<file path="config.mk">
export PLATFORM = sky130hd
export DESIGN_NAME = timer_irq_flat
export DESIGN_NICKNAME = d
export VERILOG_FILES = /design/src/rtl/timer_irq_pkg.sv /design/src/rtl/timer_irq_if.sv /design/src/rtl/timer_irq_prescaler.sv /design/src/rtl/timer_irq.sv /design/src/flat_wrapper.sv
export SDC_FILE = /design/constraint.sdc
export NUM_CORES = 1
export LEC_CHECK = 0
export ABC_AREA = 1
export CAP_MARGIN = 20
export CORE_MARGIN = 5
export CORE_UTILIZATION = 40
export DETAILED_ROUTE_END_ITERATION = 7
export SYNTH_ARGS = -nofsm -noshare
export SYNTH_HDL_FRONTEND = slang
export SYNTH_SLANG_ARGS = --single-unit
export TNS_END_PERCENT = 5
</file>
<file path="constraint.sdc">
create_clock -name clk -period 3.9 [get_ports clk]
set_input_delay 0.78 -clock clk [delete_from_list [all_inputs] [get_ports clk]]
set_output_delay 0.78 -clock clk [all_outputs]
set_load 0.05 [all_outputs]
</file>
<file path="src/rtl/timer_irq_pkg.sv">
// timer_irq_pkg: shared interrupt vector, register index and CTRL bit definitions
package timer_irq_pkg;
   typedef logic [7:0] int_bus_t;
   localparam int_bus_t INT_NONE  = 8'h00;
   localparam int_bus_t INT_TIMER = 8'h01;
   typedef enum logic [2:0] {
      TMR_CTRL   = 3'd0,
      TMR_PRESC  = 3'd1,
      TMR_COUNT  = 3'd2,
      TMR_CMP    = 3'd3,
      TMR_STATUS = 3'd4
   } tmr_reg_e;
   localparam int CTRL_EN = 0;
   localparam int CTRL_IE = 1;
   localparam int CTRL_AR = 2;
   localparam int CTRL_W  = 3;
endpackage

</file>
<file path="src/rtl/timer_irq_if.sv">
// timer_irq_if: single-cycle register port between software master and timer
interface timer_irq_if #(parameter int DW = 16);
   logic          sel;
   logic          we;
   logic [2:0]    addr;
   logic [DW-1:0] wdata;
   logic [DW-1:0] rdata;
   modport master (output sel, we, addr, wdata, input rdata);
   modport slave  (input sel, we, addr, wdata, output rdata);
endinterface

</file>
<file path="src/rtl/timer_irq_prescaler.sv">
// timer_prescaler: divides clk by presc+1, held at zero while disabled or cleared
module timer_prescaler #(
   parameter int DW = 16
) (
   input  logic          clk,
   input  logic          rst,
   input  logic          en_i,
   input  logic          clear_i,
   input  logic [DW-1:0] presc_i,
   output logic          tick_o
);
   logic [DW-1:0] psc_cnt_q, psc_cnt_d;
   assign tick_o = en_i & (psc_cnt_q == presc_i);
   // next prescaler count: reload on tick, hold at zero when disabled or cleared
   always_comb begin
      psc_cnt_d = (~en_i | clear_i | tick_o) ? '0 : psc_cnt_q + DW'(1);
   end
   // prescaler count register
   always_ff @(posedge clk) begin
      if (rst) psc_cnt_q <= '0;
      else     psc_cnt_q <= psc_cnt_d;
   end
endmodule

</file>
<file path="src/rtl/timer_irq.sv">
// timer_irq: memory-mapped compare timer driving the timer interrupt line
module timer_irq import timer_irq_pkg::*; #(
   parameter int            DW        = 16,
   parameter logic [DW-1:0] PRESC_RST = '0
) (
   input  logic       clk,
   input  logic       rst,
   timer_irq_if.slave bus,
   output int_bus_t   int_flag,
   output logic       tick_o
);
   logic [CTRL_W-1:0] ctrl_q, ctrl_d;
   logic [DW-1:0]     presc_q, presc_d, count_q, count_d, cmp_q, cmp_d;
   logic [DW-1:0]     rdata_q, rdata_d, rd_mux;
   logic              pend_q, pend_d, tick_q, tick, wr, rd, match;
   logic              wr_ctrl, wr_presc, wr_count, wr_cmp, wr_status;
   assign wr        = bus.sel & bus.we;
   assign rd        = bus.sel & ~bus.we;
   assign wr_ctrl   = wr & (bus.addr == TMR_CTRL);
   assign wr_presc  = wr & (bus.addr == TMR_PRESC);
   assign wr_count  = wr & (bus.addr == TMR_COUNT);
   assign wr_cmp    = wr & (bus.addr == TMR_CMP);
   assign wr_status = wr & (bus.addr == TMR_STATUS);
   timer_prescaler #(.DW(DW)) u_psc (
      .clk     (clk),
      .rst     (rst),
      .en_i    (ctrl_q[CTRL_EN]),
      .clear_i (wr_ctrl | wr_presc),
      .presc_i (presc_q),
      .tick_o  (tick)
   );
   // a software COUNT write pre-empts the compare; the compare sees the pre-edge CMP
   assign match = tick & ~wr_count & (count_q == cmp_q);
   // register file next state, compare/reload and registered read mux
   always_comb begin
      ctrl_d  = wr_ctrl  ? bus.wdata[CTRL_W-1:0] : ctrl_q;
      presc_d = wr_presc ? bus.wdata : presc_q;
      cmp_d   = wr_cmp   ? bus.wdata : cmp_q;
      count_d = wr_count ? bus.wdata :
                (match & ctrl_q[CTRL_AR]) ? '0 :
                tick ? count_q + DW'(1) : count_q;
      pend_d  = match | (pend_q & ~(wr_status & bus.wdata[0]));
      rd_mux  = (bus.addr == TMR_CTRL)   ? DW'(ctrl_q) :
                (bus.addr == TMR_PRESC)  ? presc_q :
                (bus.addr == TMR_COUNT)  ? count_q :
                (bus.addr == TMR_CMP)    ? cmp_q :
                (bus.addr == TMR_STATUS) ? DW'(pend_q) : '0;
      rdata_d = rd ? rd_mux : rdata_q;
   end
   // state registers
   always_ff @(posedge clk) begin
      if (rst) begin
         ctrl_q  <= '0;
         presc_q <= PRESC_RST;
         count_q <= '0;
         cmp_q   <= '1;
         pend_q  <= 1'b0;
         rdata_q <= '0;
         tick_q  <= 1'b0;
      end else begin
         ctrl_q  <= ctrl_d;
         presc_q <= presc_d;
         count_q <= count_d;
         cmp_q   <= cmp_d;
         pend_q  <= pend_d;
         rdata_q <= rdata_d;
         tick_q  <= tick;
      end
   end
   assign int_flag  = (pend_q & ctrl_q[CTRL_IE]) ? INT_TIMER : INT_NONE;
   assign tick_o    = tick_q;
   assign bus.rdata = rdata_q;
endmodule
</file>
<file path="src/flat_wrapper.sv">
// flat-port wrapper written by rule: the top's interface ports become plain ports
module timer_irq_flat import timer_irq_pkg::*;
#(
   parameter int            DW        = 16,
   parameter logic [DW-1:0] PRESC_RST = '0
)
  (clk, rst, int_flag, tick_o, bus_sel, bus_we, bus_addr, bus_wdata, bus_rdata);
  timer_irq_if #(.DW(DW)) bus_i ();
  input  logic clk;
  input  logic rst;
  output int_bus_t int_flag;
  output logic tick_o;
  input wire logic [$bits(bus_i.sel)-1:0] bus_sel;
  input wire logic [$bits(bus_i.we)-1:0] bus_we;
  input wire logic [$bits(bus_i.addr)-1:0] bus_addr;
  input wire logic [$bits(bus_i.wdata)-1:0] bus_wdata;
  output wire logic [$bits(bus_i.rdata)-1:0] bus_rdata;
  assign bus_i.sel = bus_sel;
  assign bus_i.we = bus_we;
  assign bus_i.addr = bus_addr;
  assign bus_i.wdata = bus_wdata;
  assign bus_rdata = bus_i.rdata;
  timer_irq #(.DW(DW), .PRESC_RST(PRESC_RST)) u_core (.clk(clk), .rst(rst), .bus(bus_i), .int_flag(int_flag), .tick_o(tick_o));
endmodule
</file>
==> impl_metrics.tcl, run 1 <==
set metrics [dict create \
    r2r_cells 8 \
    io_buffers 40 \
    first_global_vias 4354 \
    die_x_um 118 \
    yosys.area.top_type "dfxtp_1" \
    hpwlAfterDp_um 10700 \
    worstPathMaxFanout 21 \
    setup_viol 0 \
    synth-edff-count 0 \
    p_leak_uw 0.00218 \
    cts_resized 0 \
    routed_via_density 5.26 \
    wl_per_cell_um 16.2 \
    area_growth_pct 14.7 \
    antenna_found_initial 0 \
    crit_type "input pin to flop" \
    io_pins 48 \
    dieArea_um2 14000 \
    powerDensity_nw_per_um2 353 \
    period_needed_ns 2.79 \
    worstMarginPinSlew_ns 0.701 \
    cts_tree "built" \
    overflow 0 \
    drv_cap 0 \
    cts_setup_buffers 0 \
    ys_top_cells_by_area "dfxtp_1 (36%), nand2_1 (15%), nor2_1 (7.6%)" \
    outcome "finished, final reports clean" \
    grt_max_degree 52 \
    clk_pin_slew_ns 0.06 \
    core_region_area_um2 11500 \
    numCtsBuffers 9 \
    postSynthCellCount 701 \
    start_util 0.410 \
    clock_path_buffers 2 \
    first_pass_iters 7 \
    rsz0062_at_grt "no" \
    irDropWorstVdd_mv 0.231 \
    hp-class "flop to flop" \
    async_flop_share 0 \
    first_iter_violations 343 \
    clk_latency_ns 0.34 \
    fin_nets 752 \
    crit_path_start "bus_we" \
    synth_cell_types 38 \
    layout-drive-gt1-share 0.0505 \
    drc 0 \
    maxSlewViolCount 0 \
    post-route-util 0.470 \
    synth-seq-area-share 0.362 \
    relSlewSlack 0.531 \
    required_ns 4.14 \
    max_clock_freq_mhz 358 \
    syn_area_per_cell_um2 6.71 \
    synth_top_area_share 0.362 \
    fill_cells 1201 \
    grt_pass1_wl_um 23000 \
    rr_endpoint "u_core.count_q[4]$_SDFFE_PP0P_" \
    ff2ff_setup_slack_ns 1.60 \
    final_cell_mix "nand2_1 (192), nor2_1 (95), dfxtp_1 (85)" \
    gp_congestion 0.922 \
    htreeDepth 3 \
    ys_ff_latch 85 \
    die_y_um 118 \
    vias 4605 \
    row_count 39 \
    n_antenna_cell 0 \
    layout_commonest_cell "nand2_1" \
    hold_ws_ns 0.466 \
    cp.arrival_ns 3.03 \
    reg2reg_from "u_core.presc_q[6]$_SDFFE_PP0P_" \
    synth_area_um2 4700 \
    power_uw 1910 \
    endpoint "u_core.count_q[4]$_SDFFE_PP0P_" \
    worst_clock_skew_ns 0.00880 \
    numClockSinks 85 \
    end_kind "flop" \
    yosysWarnings 0 \
    fin_setup_tns_ns 0 \
    wirelength_um 14100 \
    grtUsageTotal 0.203 \
    cts-root-buf "clkbuf_16" \
    ant_nets 0 \
    synthFlopType "dfxtp_1" \
    finalCritPeriodShare 0.716 \
    critPathLaunchType "input pin" \
    hold_viol 0 \
    cts_hold_buf 0 \
]
-- through the flow --
step | cells | setup slack, ns | area [um^2]
2_1_floorplan | 707 | 1.88 | 4720
5_1_grt | 875 | 0.910 | 5390
3_5_place_dp | 859 | 0.785 | 5120
6_report | 875 | 1.11 | 5390
3_3_place_gp | 859 | 0.840 | 5120
4_1_cts | 875 | 1.14 | 5390
-- kinds of logic after synthesis --
| family | Yosys count | synth area share |
|---|---|---|
| buf+inv | 114 | 0.109 |
| other cells | 1 | 0.000798 |
| xor+xnor | 34 | 0.0633 |
| fa+ha+maj | 2 | 0.00532 |
| simple gates | 373 | 0.344 |
| compound gates | 92 | 0.115 |
| flops | 85 | 0.362 |
-- cells in the mapped netlist (2+ instances only) --
cell,count
nand4_1,26
a21oi_1,38
o21a_1,2
o31ai_1,3
xnor2_1,17
nand3_1,32
nor3_1,11
nor2_4,2
o21ai_0,26
nand3_4,2
clkbuf_2,2
inv_1,70
nor2_1,95
ha_1,2
o22ai_1,3
buf_4,8
nand2_2,3
xor2_1,17
inv_2,6
clkbuf_1,17
nand2_1,192
nor3b_1,4
dfxtp_1,85
buf_2,4
o221ai_1,12
buf_6,5
o211ai_1,6
-- flip-flops by register name (all words and copies together), names as in the netlist --
name / flops
u_core.bus.rdata: 16
u_core.cmp_q: 16
u_core.count_q: 16
u_core.ctrl_q: 3
u_core.pend_q: 1
u_core.presc_q: 16
u_core.tick_o: 1
u_core.u_psc.psc_cnt_q: 16
-- per-layer routing --
layer  part of all wire  global-route usage  wire (um)
met3              0.056              0.0411        785
met2               0.46               0.320       6520
met5                  0                   0          0
met4              0.026              0.0709        364
met1               0.46               0.278       6470
-- cell type report --
cell class	count	area, um^2	area share
Sequential cell	85	1700	0.315
Multi-Input combinational cell	508	2510	0.465
Tap cell	143	179	0.0332
Clock buffer	13	250	0.0464
Clock inverter	3	21.3	0.00394
Timing Repair Buffer	46	445	0.0826
Inverter	77	289	0.0536
-- worst max-delay path: stages --
cell and delay, ns:
clkdlybuf4s50_1 0.42, nand2_1 0.20, inv_1 0.09, nand4_1 0.08, buf_4 0.28, nand4_1 0.15, nor2_2 0.20, nand3_4 0.28
nand3_4 0.28, nand2_1 0.11, nor2_1 0.10, nor2_1 0.05
-- power by group --
part           total, uW  switching [uW]  internal (uW)
registers            905            19.0            886
logic                201             133           68.3
clock network        799             349            450
-- worst min path at each step --
| stage | startpoint | end | cells after the start |
|---|---|---|---|
| 2_1_floorplan | u_core.u_psc.psc_cnt_q[0]$_SDFF_PP0_ | u_core.u_psc.psc_cnt_q[0]$_SDFF_PP0_ | 1 |
| 3_3_place_gp | u_core.bus.rdata[8]$_SDFFE_PP0P_ | u_core.bus.rdata[8]$_SDFFE_PP0P_ | 2 |
| 3_5_place_dp | u_core.bus.rdata[9]$_SDFFE_PP0P_ | u_core.bus.rdata[9]$_SDFFE_PP0P_ | 2 |
| 4_1_cts | u_core.bus.rdata[5]$_SDFFE_PP0P_ | u_core.bus.rdata[5]$_SDFFE_PP0P_ | 2 |
| 5_1_grt | u_core.bus.rdata[12]$_SDFFE_PP0P_ | u_core.bus.rdata[12]$_SDFFE_PP0P_ | 2 |
| 6_report | u_core.bus.rdata[8]$_SDFFE_PP0P_ | u_core.bus.rdata[8]$_SDFFE_PP0P_ | 2 |
Note: power is estimated with default switching activity, not from simulation.
==> run 2, diff against run 1 <==
==> constraint.sdc (replaced) <==
create_clock -name clk -period 2.5 [get_ports clk]
set_input_delay 0.5 -clock clk [delete_from_list [all_inputs] [get_ports clk]]
set_output_delay 0.5 -clock clk [all_outputs]
set_load 0.05 [all_outputs]
==> run 2 against run 1 <==
Clock-buffer cell count decreased by 4. Cell area up 2.6%. Worst hold slack got worse by 0.00063 ns. Sequential cell count unchanged. Core utilization increased by 1.2 points.
==> impl_metrics.tcl, run 2 (synthesized netlist as in run 1, its figures left out) <==
set metrics [dict create \
    relSlewSlack 0.554 \
    maxSlewViolCount 0 \
    antenna_found_initial 0 \
    irDropWorstVdd_mv 0.400 \
    crit_family "buffers and inverters" \
    hp-class "flop to flop" \
    numCtsBuffers 9 \
    cp.depth 3 \
    first_global_vias 4347 \
    r2r_cells 10 \
    p_leak_uw 0.00226 \
    worst_path_max_delay_cell "clkdlybuf4s50_1" \
    path_buf_inv 2 \
    layout_commonest_cell "nand2_1" \
    max_clock_freq_mhz 482 \
    hold_viol 0 \
    clk_pin_slew_ns 0.06 \
    outcome "finished, final reports clean" \
    overflow 0 \
    dp.cells 872 \
    fill_cells 1142 \
    first_pass_iters 5 \
    end_kind "primary output" \
    layout-drive-gt1-share 0.0711 \
    core_region_area_um2 11500 \
    rsz0062_at_grt "no" \
    critPathLaunchType "flop" \
    switchingPower_uw 808 \
    pwr-share-comb 0.102 \
    endpoint "int_flag[0]" \
    hpwlAfterDp_um 11000 \
    crit_type "flop to primary output" \
    dieArea_um2 14000 \
    io_buffers 40 \
    die_x_um 118 \
    n_antenna_cell 0 \
    setup_viol 0 \
    gp_congestion 0.954 \
    register_area_um2 1700 \
    start_util 0.410 \
    netSwitchingFraction 0.254 \
    wl_per_cell_um 16.2 \
    htreeDepth 3 \
    grtUsageTotal 0.205 \
    vias 4620 \
    grt_max_degree 52 \
    worstPathMaxFanout 3 \
    period_needed_ns 2.08 \
    ff2ff_setup_slack_ns 0.55 \
    fin_setup_tns_ns 0 \
    row_count 39 \
    cts_hold_buf 0 \
    die_y_um 118 \
    p_int_uw 2370 \
    final_cell_mix "nand2_1 (192), nor2_1 (95), dfxtp_1 (85)" \
    worst_clock_skew_ns 0.00970 \
    worstMarginPinSlew_ns 0.667 \
    path_cells "nand2_1, inv_1, clkdlybuf4s50_1" \
    drv_cap 0 \
    routed_via_density 5.20 \
    powerDensity_nw_per_um2 574 \
    first_iter_violations 353 \
    hold_ws_ns 0.465 \
    multi_input_area_um2 2510 \
    power_frac_seq 0.445 \
    wirelength_um 14400 \
    cts-root-buf "clkbuf_16" \
    required_ns 2.00 \
    finalNonFillerCells 888 \
    grt_pass1_wl_um 23200 \
    rr_endpoint "u_core.count_q[6]$_SDFFE_PP0P_" \
    cts_resized 0 \
    numClockSinks 85 \
    area_growth_pct 17.8 \
    finalCritPeriodShare 0.830 \
    clk_latency_ns 0.34 \
    io_pins 48 \
    cts_setup_buffers 0 \
    clock_path_buffers 2 \
    reg2reg_from "u_core.count_q[0]$_SDFFE_PP0P_" \
    slowest_delay_ns 0.79 \
    fin_nets 765 \
    p_clk_frac 0.453 \
    drc 0 \
    cts_tree "built" \
    crit_path_start "u_core.pend_q$_SDFF_PP0_" \
    ant_nets 0 \
    cp.arrival_ns 1.58 \
]
run 2: changes by cell type in the layout (fill, tap and decap cells not counted), sizes merged:
cell	previous run	this run
buf	6	19
clkbuf	13	9
clkinv	3	4
clkinvlp	1	2
bufinv	0	2
run 2: final cells by class:
type / count / area share
flip-flops and latches: 85 / 0.307
well taps: 143 / 0.0323
clock buffers: 9 / 0.0407
multi-input cells: 508 / 0.453
inverters: 77 / 0.0522
clock inverters: 7 / 0.0163
repair buffers: 59 / 0.0981
run 2: metrics by stage:
| stage | power [uW] | setup slack, ns | util | cell area [um^2] |
|---|---|---|---|---|
| 2_1_floorplan | 1640 | 0.761 | - | 4720 |
| 3_3_place_gp | 1760 | 0.176 | 0.455 | 5220 |
| 3_5_place_dp | 1760 | 0.148 | 0.455 | 5220 |
| 4_1_cts | 3200 | 0.405 | 0.483 | 5540 |
| 5_1_grt | 3290 | 0.302 | 0.483 | 5540 |
| 6_report | 3170 | 0.424 | 0.483 | 5540 |
run 2: power by group through the flow:
stage / Clock [uW] / Combinational [uW] / Sequential (uW)
6_report: 1440 / 325 / 1410
5_1_grt: 1520 / 354 / 1410
4_1_cts: 1460 / 323 / 1410
3_5_place_dp: 0 / 321 / 1440
3_3_place_gp: 0 / 321 / 1440
2_1_floorplan: 0 / 188 / 1460
run 2: how the worst min path moves through the flow:
stage	cells past startpoint	to	startpoint	slack, ns
floorplan	1	u_core.u_psc.psc_cnt_q[0]$_SDFF_PP0_	u_core.u_psc.psc_cnt_q[0]$_SDFF_PP0_	0.44
global placement	2	u_core.bus.rdata[5]$_SDFFE_PP0P_	u_core.bus.rdata[5]$_SDFFE_PP0P_	0.46
detailed placement	2	u_core.bus.rdata[11]$_SDFFE_PP0P_	u_core.bus.rdata[11]$_SDFFE_PP0P_	0.46
CTS	2	u_core.bus.rdata[11]$_SDFFE_PP0P_	u_core.bus.rdata[11]$_SDFFE_PP0P_	0.47
global route	2	u_core.bus.rdata[14]$_SDFFE_PP0P_	u_core.bus.rdata[14]$_SDFFE_PP0P_	0.49
finish	2	u_core.bus.rdata[14]$_SDFFE_PP0P_	u_core.bus.rdata[14]$_SDFFE_PP0P_	0.47
run 2: per-layer routing:
metal  track usage  routed length (um)
met2         0.324                6580
met1         0.279                6680
met5             0                   0
met4        0.0737                 389
met3        0.0415                 720
run 2: tightest hold or removal path, stage by stage (launching register included):
cell and delay, ns:
dfxtp_1 0.31, nand2_1 0.06, a21oi_1 0.05
